### src/rtl/instr_seq_ctrl.sv
// ----------------------------------------------------------------------------
// instr_seq_ctrl
// Multi-cycle sequencer for the R/I-type datapath. Fetches one instruction
// from instruction memory over a req/valid handshake, then steps the decoder,
// ALU and register-file write enables through FETCH -> DECODE -> EXEC -> WB.
// Owns the PC and a saturating retired-instruction counter.
//
// Build option:
//   ILLEGAL_TRAP_EN  defined   : a non R/I opcode seen in DECODE halts the
//                                sequencer (pc and instr_cnt left unchanged).
//                    undefined : such opcodes run as a NOP (rf_we stays 0,
//                                pc advances, instr_cnt increments).
//
// Ports:
//   clk         in   1     clock, all logic on posedge
//   rst_n       in   1     synchronous active-low reset
//   run         in   1     1 = sequence instructions, 0 = park in IDLE after WB
//   imem_req    out  1     fetch request, held until imem_valid is sampled
//   imem_addr   out  PC_W  fetch address (= pc)
//   imem_valid  in   1     imem_data / imem_eof valid this cycle
//   imem_data   in   32    fetched instruction word
//   imem_eof    in   1     end of program, qualified by imem_valid
//   instr       out  32    latched instruction, stable DECODE..WB
//   dec_en      out  1     decoder enable (DECODE)
//   alu_en      out  1     ALU enable (EXEC)
//   rf_we       out  1     regfile write enable (WB, R/I-type with rd != 0)
//   pc          out  PC_W  current PC
//   instr_cnt   out  32    retired-instruction count, saturating
//   halted      out  1     sticky end-of-program flag
//   state       out  3     FSM state: IDLE=0 FETCH=1 DECODE=2 EXEC=3 WB=4 HALT=5
// ----------------------------------------------------------------------------
module instr_seq_ctrl #(
    parameter int              PC_W     = 32,
    parameter int unsigned     PC_STEP  = 4,
    parameter logic [PC_W-1:0] RESET_PC = '0
) (
    input  logic            clk,
    input  logic            rst_n,
    input  logic            run,
    output logic            imem_req,
    output logic [PC_W-1:0] imem_addr,
    input  logic            imem_valid,
    input  logic [31:0]     imem_data,
    input  logic            imem_eof,
    output logic [31:0]     instr,
    output logic            dec_en,
    output logic            alu_en,
    output logic            rf_we,
    output logic [PC_W-1:0] pc,
    output logic [31:0]     instr_cnt,
    output logic            halted,
    output logic [2:0]      state
);

    typedef enum logic [2:0] {
        S_IDLE   = 3'd0,
        S_FETCH  = 3'd1,
        S_DECODE = 3'd2,
        S_EXEC   = 3'd3,
        S_WB     = 3'd4,
        S_HALT   = 3'd5
    } state_t;

    localparam logic [6:0]      OP_R    = 7'b0110011;
    localparam logic [6:0]      OP_I    = 7'b0010011;
    localparam logic [PC_W-1:0] PC_INC  = PC_W'(PC_STEP);
    localparam logic [31:0]     CNT_MAX = 32'hFFFF_FFFF;

    state_t cur_state;
    state_t nxt_state;
    logic   is_legal;
    logic   writes_rd;

    // Only R- and I-type are executed; anything else is a NOP or a trap.
    assign is_legal  = (instr[6:0] == OP_R) || (instr[6:0] == OP_I);
    assign writes_rd = is_legal && (instr[11:7] != 5'd0);

    assign state     = cur_state;
    assign imem_addr = pc;

    // Next-state logic.
    always_comb begin
        // NOTE: assign every always_comb output a default before any branch;
        // a path that leaves it unassigned would infer a latch.
        nxt_state = cur_state;
        case (cur_state)
            S_IDLE: begin
                if (run) nxt_state = S_FETCH;
            end
            S_FETCH: begin
                // End-of-program takes priority over any data on the same beat.
                if (imem_valid) nxt_state = imem_eof ? S_HALT : S_DECODE;
            end
            S_DECODE: begin
`ifdef ILLEGAL_TRAP_EN
                nxt_state = is_legal ? S_EXEC : S_HALT;
`else
                nxt_state = S_EXEC;
`endif
            end
            S_EXEC: begin
                nxt_state = S_WB;
            end
            S_WB: begin
                nxt_state = run ? S_FETCH : S_IDLE;
            end
            S_HALT: begin
                nxt_state = S_HALT;
            end
            default: begin
                nxt_state = S_IDLE;
            end
        endcase
    end

    // State, datapath registers and registered outputs. The enables are
    // decoded from the next state so they line up with the state register.
    always_ff @(posedge clk) begin
        if (!rst_n) begin
            // NOTE: sequential state uses non-blocking assignments so every
            // register samples pre-edge values regardless of statement order.
            cur_state <= S_IDLE;
            pc        <= RESET_PC;
            instr     <= '0;
            instr_cnt <= '0;
            imem_req  <= 1'b0;
            dec_en    <= 1'b0;
            alu_en    <= 1'b0;
            rf_we     <= 1'b0;
            halted    <= 1'b0;
        end else begin
            cur_state <= nxt_state;
            imem_req  <= (nxt_state == S_FETCH);
            dec_en    <= (nxt_state == S_DECODE);
            alu_en    <= (nxt_state == S_EXEC);
            rf_we     <= (nxt_state == S_WB) && writes_rd;
            // HALT is only left through reset, so this stays set.
            halted    <= (nxt_state == S_HALT);

            if ((cur_state == S_FETCH) && imem_valid && !imem_eof) begin
                instr <= imem_data;
            end

            // Retire on leaving WB: pc still points at this instruction
            // during WB and the next fetch uses the advanced value.
            if (cur_state == S_WB) begin
                pc <= pc + PC_INC;
                if (instr_cnt != CNT_MAX) begin
                    instr_cnt <= instr_cnt + 32'd1;
                end
            end
        end
    end

endmodule

### config.mk
export PLATFORM = sky130hd
export DESIGN_NAME = instr_seq_ctrl
export DESIGN_NICKNAME = d
export VERILOG_FILES = /design/src/rtl/instr_seq_ctrl.sv
export SDC_FILE = /design/constraint.sdc
export NUM_CORES = 1
export LEC_CHECK = 0
export CAP_MARGIN = 20
export CELL_PAD_IN_SITES_DETAIL_PLACEMENT = 1
export CELL_PAD_IN_SITES_GLOBAL_PLACEMENT = 1
export CORE_ASPECT_RATIO = 0.8
export CORE_MARGIN = 2
export CORE_UTILIZATION = 32
export CTS_CLUSTER_SIZE = 24
export DETAILED_ROUTE_END_ITERATION = 12
export PLACE_DENSITY_LB_ADDON = 0.1
export RECOVER_POWER = 100
export SLEW_MARGIN = 20
export SYNTH_ARGS = -nofsm -noshare
export SYNTH_HDL_FRONTEND = slang
export SYNTH_SLANG_ARGS = --single-unit
### constraint.sdc
create_clock -name clk -period 2.5 [get_ports clk]
set_input_delay 0.5 -clock clk [delete_from_list [all_inputs] [get_ports clk]]
set_output_delay 0.5 -clock clk [all_outputs]
set_load 0.02 [all_outputs]
==> results by group, run 1 <==
Run status
  – Status: completed

Yosys
  – Synth top area share: 43.6%
  – Synth Flop Type: dfxtp_1
  – Syn Area/Cell: ~8.4 um2
  – Top post-synthesis cells by area: dfxtp_1 (44%), nand2_1 (7.4%), a21oi_1 (6.2%)
  – FFs w/ async S/R, synth: 0%
  – Post-synth EDFFs: 0
  – Flops & latches, synth: around 100
  – Synth area leader: dfxtp_1
  – YS warnings: 0
  – Mapped Cells: ~560
  – Distinct cells, synth: a little under 50
  – Mapped Area: roughly 0.0047 mm2
  – Register area share after synthesis: 43.6%

Worst setup path
  – Critical path endpoint category: output port
  – Crit path buf inv count: 1
  – Critical path fanouts, max: 11
  – Worst path max stage delay: 0.76 ns
  – CP max stage cell: dlygate4sd3_1
  – Delay-heaviest family, CP: buffers and inverters
  – Critical path, cell by cell: dlygate4sd3_1
  – Startpoint Class: flop
  – Cells on worst reg2reg path: 4
  – Crit Path Class: reg -> out
  – WP depth: 1
  – Required @ worst endpoint: ~2.0 ns
  – Worst EP arrival: 1.68 ns

Timing
  – Setup violations, final: 0
  – Setup TNS: 0 ns
  – Skew final: 0.00547 ns
  – Hold Slack: 0.454 ns
  – Setup slack after layout: 0.318 ns
  – Max-slew violations: 0
  – Minimum clock period: approximately 2.2 ns
  – Peak Freq: around 460 MHz
  – RSZ-0062 raised after global routing: false
  – Relative slew margins: 51.4%
  – Worst Tran Pin Value: 0.728 ns
  – Part of the cycle the worst path needs: 87.3%
  – Final Hold Fails: 0

Clocking
  – Post-CTS Setup Inserts: 0
  – Clock slew at reported path FFs: 0.07 ns
  – CTS Buffer Depth: 2
  – Root buffer cell: clkbuf_16
  – Worst-skew pair later-pin latency: 0.36 ns
  – CTS resizes: 0
  – H-Tree Depth: 3
  – Num CTS Buffers: 9
  – TritonCTS clock tree: done
  – Clk sink count: 102
  – Hold buffers post-CTS: 0

Power
  – Flop pwr share: 48.5%
  – Leak: between 2 and 3 nW
  – Sw frac: 22.6%
  – Clock group share of total power: 44.8%
  – Pint: between 2 and 3 mW
  – Worst IR Drop VDD: 378 uV
  – Logic gate share of total power: 6.6%
  – Net switching power figure: 0.775 mW
  – Total power: 3.43 mW
  – Power per Cell Area: 518 mW/mm2

Floorplanning
  – Starting Density: 32.8%
  – Rows: 39
  – Die Width: ~140 um
  – Die H: ~110 um
  – CORE AREA: 0.0143 mm2
  – Io pins: 173
  – Die area: 0.0156 mm2

Drt
  – WL/cell: approximately 16 um
  – DRC viols: 0
  – Iteration-0 DRC Markers: ~150
  – Drt via density: 5.06
  – Final wirelength: 14,100 um
  – 1st-pass router iterations: 4
  – DRT antenna net count: 0
  – Via count of the routed design: 4,446

Final layout
  – Final #Nets: around 730
  – Non-Filler Instances: ~880
  – Share of layout cells above drive strength 1: between 5 and 6%
  – Final instance area: 0.00663 mm2
  – Leading cell type in the layout, fill and taps excluded: dlygate4sd3_1
  – Fillers: 1,669
  – Antenna cell count: 0
  – Layout area overhead: 41.3%
  – Most frequent cells in the layout: dlygate4sd3_1 (133), dfxtp_1 (102), nand2_1 (92)
  – Post-route core utilization: 46.3%

Worst hold path
  – Hold crit path type: reg -> reg
  – Hold depth: 2

Placed design
  – Placed Cells incl. Taps: between 800 and 900
  – Port Buf Inserts: 168
  – Placed Instance Area: 0.00634 mm2
  – Post-place setup slack: between 0.3 and 0.4 ns
  – GPL Wtd Cong: 0.810
  – Post-DP HPWL: 10,100 um

Global routing
  – Initial antenna violation count: 0
  – First-pass GRT wire length: about 23,000 um
  – Vias in the first global route: 4,533
  – Largest net degree at the start of global routing: 34
  – GRT Util Overall: between 10% and 20%
  – Grt ovf: 0

Flow run
  – MaxCap Viol Count: 0
## worst register-to-register path, cell delays in order (launching register included)
cell and delay, ns:
dfxtp_1 0.54, nor3b_4 0.53, o2111ai_2 0.37, or4_1 0.50, a21oi_1 0.15
## area by class of cell
type	count	area [um2]	area share (%)
well taps	184	230	3.47
multi-input cells	387	2210	33.3
clock buffers	10	239	3.61
inverters	11	41.3	0.623
repair buffers	179	1780	26.9
clock inverters	6	85.1	1.28
flip-flops and latches	102	2040	30.8
## cell families after synthesis
group,share of synthesized area (%)
other,0.0800
buffers and inverters,9.55
DFF,43.6
xor gates and xnor gates,5.79
muxes,1.07
adders and majority gates,0.534
and+or+nand+nor,26.7
AOI/OAI and AO/OA,12.7
## final timing paths
check | slack (ns) | endpoint | startpoint
worst max register to register | 0.34 | instr_cnt[27] | state[2]
worst min register to register | 0.45 | instr[19] | instr[19]
worst min-delay path | 0.45 | instr[19] | instr[19]
worst max-delay path | 0.32 | state[1] | state[1]
## power groups by stage
stage	clock (mW)	sequential, mW	combinational [mW]
after floorplan	0	1.72	0.0942
after global placement	0	1.70	0.241
after detailed placement	0	1.70	0.245
after CTS	1.59	1.66	0.246
after global routing	1.66	1.67	0.248
final	1.54	1.66	0.228
## cell usage after synthesis (12+ instances only)
library cell	instances
nor3_1	12
nor2_1	43
xnor2_1	22
buf_4	35
nand4_1	16
or3_1	17
dfxtp_1	102
clkbuf_1	20
nand2_1	92
nand3_1	15
a21oi_1	58
## per-layer routing
metal | share of wire [%] | wire length (um) | vias up | global-route usage [%]
li1 | - | - | 2183 | -
met4 | 0.79 | 111 | 0 | 4.04
met2 | 47 | 6630 | 97 | 30.2
met5 | 0 | 0 | - | 0
met3 | 5.6 | 795 | 10 | 6.19
met1 | 47 | 6570 | 2156 | 23.3
## registers in the layout, summed over array words and instances (netlist names)
name       count
imem_addr     30
alu_en         1
imem_req       1
instr_cnt     32
instr         32
rf_we          1
dec_en         1
halted         1
state          3
Power figures use the tool's default switching activity.
==> run 2, diff against run 1 <==
==> constraint.sdc (replaced) <==
create_clock -name clk -period 2.5 [get_ports clk]
set_input_delay 0.5 -clock clk [delete_from_list [all_inputs] [get_ports clk]]
set_output_delay 0.5 -clock clk [all_outputs]
set_load 0.01 [all_outputs]
==> results of run 2 <==
The final DEF is identical to that of run 1. Status: completed.
Among the figures that moved: setup slack after layout 0.318 ns -> 0.335 ns; start point of the critical path state[1] -> state[2]; end point of the critical path state[1] -> instr_cnt[27]; total power 3.43 mW -> 3.41 mW
==> run 3, diff against run 2 <==
--- a/config.mk
+++ b/config.mk
@@ -15,7 +15,6 @@
 export DETAILED_ROUTE_END_ITERATION = 12
 export PLACE_DENSITY_LB_ADDON = 0.1
 export RECOVER_POWER = 100
-export SLEW_MARGIN = 20
 export SYNTH_ARGS = -nofsm -noshare
 export SYNTH_HDL_FRONTEND = slang
 export SYNTH_SLANG_ARGS = --single-unit
==> results of run 3 <==
The final DEF is identical to that of run 1. Status: completed.
Among the figures that moved: setup slack after layout 0.318 ns -> 0.335 ns; start point of the critical path state[1] -> state[2]; end point of the critical path state[1] -> instr_cnt[27]; total power 3.43 mW -> 3.41 mW
